===== src/rtl/switch_box_config_chain.sv =====
// switch_box_config_chain: serial configuration loader for two-track switch box
// elements. Bits shift into a chain register and a commit moves the data field
// into a shadow register that drives the transmission-gate control buses.
// Optional build macro CFG_PARITY_EN adds a trailing even-parity bit per load
// and rejects commits whose parity does not check.

// Per-element shadow slice: holds one element's gate controls between commits.
module switch_box_cfg_shadow #(
    parameter int BITS_PER_ELEM = 12
) (
    input  logic                     clk,
    input  logic                     rst_n,
    input  logic                     load,
    input  logic [BITS_PER_ELEM-1:0] d,
    output logic [BITS_PER_ELEM-1:0] q
);
    // Reset opens every gate; only a successful commit updates the slice.
    always_ff @(posedge clk or negedge rst_n) begin
        if (!rst_n)    q <= '0;
        else if (load) q <= d;
    end
endmodule

module switch_box_config_chain #(
    parameter int NUM_ELEMS     = 4,
    parameter int BITS_PER_ELEM = 12,
    localparam int TOTAL        = NUM_ELEMS * BITS_PER_ELEM
) (
    input  logic             clk,
    input  logic             rst_n,
    input  logic             cfg_in,
    input  logic             cfg_en,
    input  logic             cfg_commit,
    output logic             cfg_out,
    output logic [TOTAL-1:0] c_out,
    output logic             cfg_done,
    output logic             cfg_err
);
`ifdef CFG_PARITY_EN
    localparam int W = TOTAL + 1;
`else
    localparam int W = TOTAL;
`endif
    localparam int CW = $clog2(W + 1);

    typedef enum logic [1:0] {IDLE, SHIFT, FULL} state_t;

    state_t           state, state_nx;
    logic [CW-1:0]    count, count_nx;
    logic [W-1:0]     sr;
    logic [TOTAL-1:0] data;
    logic             par_ok;
    logic             load, set_err, clr_err, done_nx;

`ifdef CFG_PARITY_EN
    // Last bit shifted is the parity bit; the whole register must XOR to 0.
    assign data   = sr[W-1:1];
    assign par_ok = ~(^sr);
`else
    assign data   = sr;
    assign par_ok = 1'b1;
`endif

    // Downstream chain sees the oldest bit, W shifts after it entered.
    assign cfg_out = sr[W-1];

    // State and bit-count registers.
    always_ff @(posedge clk or negedge rst_n) begin
        if (!rst_n) begin
            state <= IDLE;
            count <= '0;
        end else begin
            state <= state_nx;
            count <= count_nx;
        end
    end

    // Next state, count and commit decisions; commit in FULL uses pre-shift sr.
    always_comb begin
        state_nx = state;
        count_nx = count;
        load     = 1'b0;
        set_err  = 1'b0;
        clr_err  = 1'b0;
        done_nx  = 1'b0;
        case (state)
            IDLE: begin
                if (cfg_en) begin
                    count_nx = CW'(1);
                    state_nx = SHIFT;
                end
            end
            SHIFT: begin
                if (cfg_commit) set_err = 1'b1;
                if (cfg_en) begin
                    if (count == CW'(W - 1)) begin
                        count_nx = CW'(W);
                        state_nx = FULL;
                    end else begin
                        count_nx = count + CW'(1);
                    end
                end
            end
            FULL: begin
                if (cfg_commit) begin
                    if (par_ok) begin
                        load    = 1'b1;
                        done_nx = 1'b1;
                        clr_err = 1'b1;
                    end else begin
                        set_err = 1'b1;
                    end
                    count_nx = cfg_en ? CW'(1) : '0;
                    state_nx = cfg_en ? SHIFT : IDLE;
                end
            end
            default: begin
                state_nx = IDLE;
                count_nx = '0;
            end
        endcase
    end

    // Serial shift register; shifting is independent of commit.
    always_ff @(posedge clk or negedge rst_n) begin
        if (!rst_n)      sr <= '0;
        else if (cfg_en) sr <= {sr[W-2:0], cfg_in};
    end

    // Done pulse lasts one cycle; error is sticky until a good commit.
    always_ff @(posedge clk or negedge rst_n) begin
        if (!rst_n) begin
            cfg_done <= 1'b0;
            cfg_err  <= 1'b0;
        end else begin
            cfg_done <= done_nx;
            if (set_err)      cfg_err <= 1'b1;
            else if (clr_err) cfg_err <= 1'b0;
        end
    end

    // One shadow slice per element; all load together so no partial config.
    for (genvar k = 0; k < NUM_ELEMS; k++) begin : g_elem
        switch_box_cfg_shadow #(.BITS_PER_ELEM(BITS_PER_ELEM)) u_shadow (
            .clk   (clk),
            .rst_n (rst_n),
            .load  (load),
            .d     (data[k*BITS_PER_ELEM +: BITS_PER_ELEM]),
            .q     (c_out[k*BITS_PER_ELEM +: BITS_PER_ELEM])
        );
    end
endmodule


===== config.mk =====
export PLATFORM = sky130hd
export DESIGN_NAME = switch_box_config_chain
export DESIGN_NICKNAME = d
export VERILOG_FILES = /design/src/rtl/switch_box_config_chain.sv
export SDC_FILE = /design/constraint.sdc
export NUM_CORES = 1
export LEC_CHECK = 0
export CAP_MARGIN = 5
export CELL_PAD_IN_SITES_DETAIL_PLACEMENT = 2
export CELL_PAD_IN_SITES_GLOBAL_PLACEMENT = 2
export CORE_MARGIN = 4
export CORE_UTILIZATION = 39
export DETAILED_ROUTE_END_ITERATION = 10
export GPL_ROUTABILITY_DRIVEN = 0
export PLACE_DENSITY_LB_ADDON = 0.1
export SYNTH_ARGS = -nofsm -noshare
export SYNTH_HDL_FRONTEND = slang
export SYNTH_SLANG_ARGS = --single-unit

===== constraint.sdc =====
create_clock -name clk -period 3.81 [get_ports clk]
set_clock_uncertainty 0.1 [all_clocks]
set_input_delay 0.5715 -clock clk [delete_from_list [all_inputs] [get_ports clk]]
set_output_delay 0.5715 -clock clk [all_outputs]
set_load 0.02 [all_outputs]

==> flow_summary_export.csv <==
group,metric,value,unit
outcome,status,"completed",
clock_tree,cts_buffer_depth,2,
global_route,grt_overflow,0,
logic_synthesis,ys.flop_type,"dfrtp_1",
detailed_routing,drt_iter0_markers,97,
placement,dpl_cell_area,0.004777,mm^2
logic_synthesis,yosys_warnings,0,
clock_tree,ctsHoldBuffers,0,
placement,io_buffers,55,
sta,setup_slack,1.524,ns
cells_and_area,insertedDiodeCount,0,
logic_synthesis,synth_top_cell_area_share,64.30,%
logic_synthesis,synth_edf_count,0,
power,p_per_area,468.0,mW/mm^2
logic_synthesis,avgSynthCellArea,11.49,um^2
logic_synthesis,syn_nets,365,
clock_tree,clockRootBuffer,"clkbuf_8",
setup_path,path_class,"input pin to flop",
logic_synthesis,synth.most_common_cell,"nand2_1",
sta,worst_slew_pin_slew,0.8235,ns
global_route,grt_use_total,15.39,%
cells_and_area,syn_to_final_growth,20.44,%
die,fp.dieH,110.8,um
setup_path,critPathLaunch,"cfg_commit",
global_route,grt_pass1_wl,15.51,mm
clock_tree,cts_resized,0,
global_route,grt_pass1_vias,3088,
clock_tree,cts_setup_buffers,0,
logic_synthesis,syn-cell-area,0.004125,mm^2
logic_synthesis,synth_area_leader_cell,"dfrtp_1",
sta,finalMaxSlewViolations,0,
setup_path,cp-endpoint,"g_elem[3].u_shadow.q[4]",
setup_path,cp_slowest_stage_delay,0.60,ns
global_route,grt_max_degree,65,
die,die_w,110.8,um
detailed_routing,ant_nets,0,
sta,fmax,437.5,MHz
logic_synthesis,synth_common_cells,"nand2_1 (148), dfrtp_1 (106), mux2_2 (48)",
die,core_region_area,0.01032,mm^2
clock_tree,cts_buffers,9,
clock_tree,cts.sinks,106,
detailed_routing,drc,0,
placement,hpwl,5.807,mm
die,die-area,0.01229,mm^2
die,rows,37,
logic_synthesis,ys_types,31,
sta,rsz0062_at_grt,"no",
sta,fin_crit,2.286,ns
die,ios,56,
setup_path,worst-path-stages,6,
setup_path,start_kind,"input pin",
setup_path,crit_path_end_kind,"flop",
clock_tree,cts_tree,"yes",
sta,finalCritPeriodShare,59.99,%
setup_path,crit_chain,"clkdlybuf4s50_1, nand3b_4, inv_1, buf_4, nand2_1, nand2_1",
setup_path,reg2reg_from,"state[1]",
detailed_routing,post_drt_via_cell_ratio,4.969,
logic_synthesis,async_reset_ff_share,100.0,%
detailed_routing,via_count,2743,
cells_and_area,layout.nets,418,
clock_tree,htree_num_levels,3,
logic_synthesis,synth-seq-cells,106,
logic_synthesis,synthTopCellsByArea,"dfrtp_1 (64%), nand2_1 (13%), mux2_2 (13%)",
flow_run,cap_violations,0,
logic_synthesis,yosysSeqAreaShare,64.30,%
power,p_leak,2.476,nW
power,ir_worst_vdd,0.0001882,V
min_path,holdCritPathClass,"input pin to async pin",
detailed_routing,drt_first_pass_iters,4,
setup_path,path_common_cell,"nand2_1",
setup_path,r2r_cells,5,
sta,finalSetupViolCount,0,
detailed_routing,wl_per_cell,16.23,um
placement,place_ws,1.103,ns
cells_and_area,post-route-util,48.13,%
setup_path,cp.required,4.01,ns
detailed_routing,wl,8.959,mm
clock_tree,clk_transition_reported_paths,0.10,ns
setup_path,rrSetupSlack,1.69,ns
logic_synthesis,syn_inst,359,
setup_path,worstPathMaxFanout,49,
setup_path,crit_buf_inv,3,
sta,finalHoldViolCount,0,
clock_tree,clk_latency,0.36,ns
die,start_util,39.96,%
cells_and_area,drive_gt1_share,17.79,%
setup_path,reg2reg_to,"g_elem[3].u_shadow.q[4]",
cells_and_area,final_area,0.004969,mm^2
setup_path,cp.arrival,2.49,ns
global_route,antenna_found_initial,0,
sta,setup_tns,0,ns
setup_path,path_delay_family,"buffers and inverters",
setup_path,crit_slowest_cell,"clkdlybuf4s50_1",
sta,maxSlewHeadroom,45.10,%
==> metal layers <==
metal | track usage (%) | part of all wire, % | up-vias
li1 | - | - | 1266
met2 | 27.06 | 52 | 40
met4 | 4.433 | 1.2 | 0
met1 | 19.38 | 45 | 1428
met5 | 0 | 0 | -
met3 | 2.784 | 2.4 | 9
==> state kept, by name, indices dropped and copies added, names as in the netlist <==
register           flops
data                  48
g_elem.u_shadow.q     48
count                  6
state                  2
cfg_done               1
cfg_err                1
==> cell type report <==
class	instances	area, um^2
inverter	2	7.507
multi-input combinational	233	1366
sequential	106	2653
tap	136	170.2
clock inverter	6	67.56
clock buffer	9	123.9
fill	1061	5355
timing repair buffer	60	580.6
==> stage by stage <==
stage / power (mW) / std cells / hold slack, ns
2_1_floorplan: 1.565 / 359 / 0.1759
3_3_place_gp: 1.641 / 537 / 0.3594
3_5_place_dp: 1.663 / 537 / 0.3640
4_1_cts: 2.367 / 552 / 0.2200
5_1_grt: 2.467 / 552 / 0.2306
6_report: 2.325 / 552 / 0.1824
==> kinds of logic after synthesis <==
family | share of synthesized area [%]
AND/OR/NAND/NOR | 16.74
flip-flops | 64.30
multiplexers | 13.35
buffers and inverters | 2.578
AO/OA/AOI/OAI | 2.730
adder cells (fa/ha/maj) | 0.3033
==> where the power goes <==
part	switching [mW]	internal [mW]	leakage, nW
clock network	0.386	0.303	0.0917
logic	0.0888	0.142	0.977
registers	0.127	1.28	1.41
total	0.602	1.72	2.48
==> how the worst min path moves through the flow <==
stage | end | depth (start not counted) | start | slack, ns
2_1_floorplan | cfg_done | 0 | rst_n | 0.18
3_5_place_dp | g_elem[2].u_shadow.q[5] | 2 | g_elem[2].u_shadow.q[5] | 0.36
3_3_place_gp | g_elem[2].u_shadow.q[6] | 2 | g_elem[2].u_shadow.q[6] | 0.36
4_1_cts | count[2] | 1 | rst_n | 0.22
6_report | count[2] | 1 | rst_n | 0.18
5_1_grt | count[2] | 1 | rst_n | 0.23
==> layout by cell type (no fill, tap or decap), drive strengths merged, types with 2 or more instances in the layout <==
| master | Yosys | layout |
|---|---|---|
| inv | 2 | 3 |
| a21oi | 3 | 3 |
| mux2 | 48 | 48 |
| nor2 | 3 | 3 |
| dfrtp | 106 | 106 |
| clkinvlp | 0 | 2 |
| clkdlybuf4s50 | 0 | 53 |
| o21ai | 6 | 6 |
| nor3b | 2 | 2 |
| a22o | 2 | 2 |
| or3b | 2 | 2 |
| nand2 | 148 | 148 |
| clkinv | 0 | 2 |
| a31oi | 2 | 2 |
| buf | 16 | 7 |
| nand3 | 4 | 4 |
| clkbuf | 2 | 9 |
| and3 | 2 | 2 |
No activity file was read; power rests on OpenSTA's default activity.
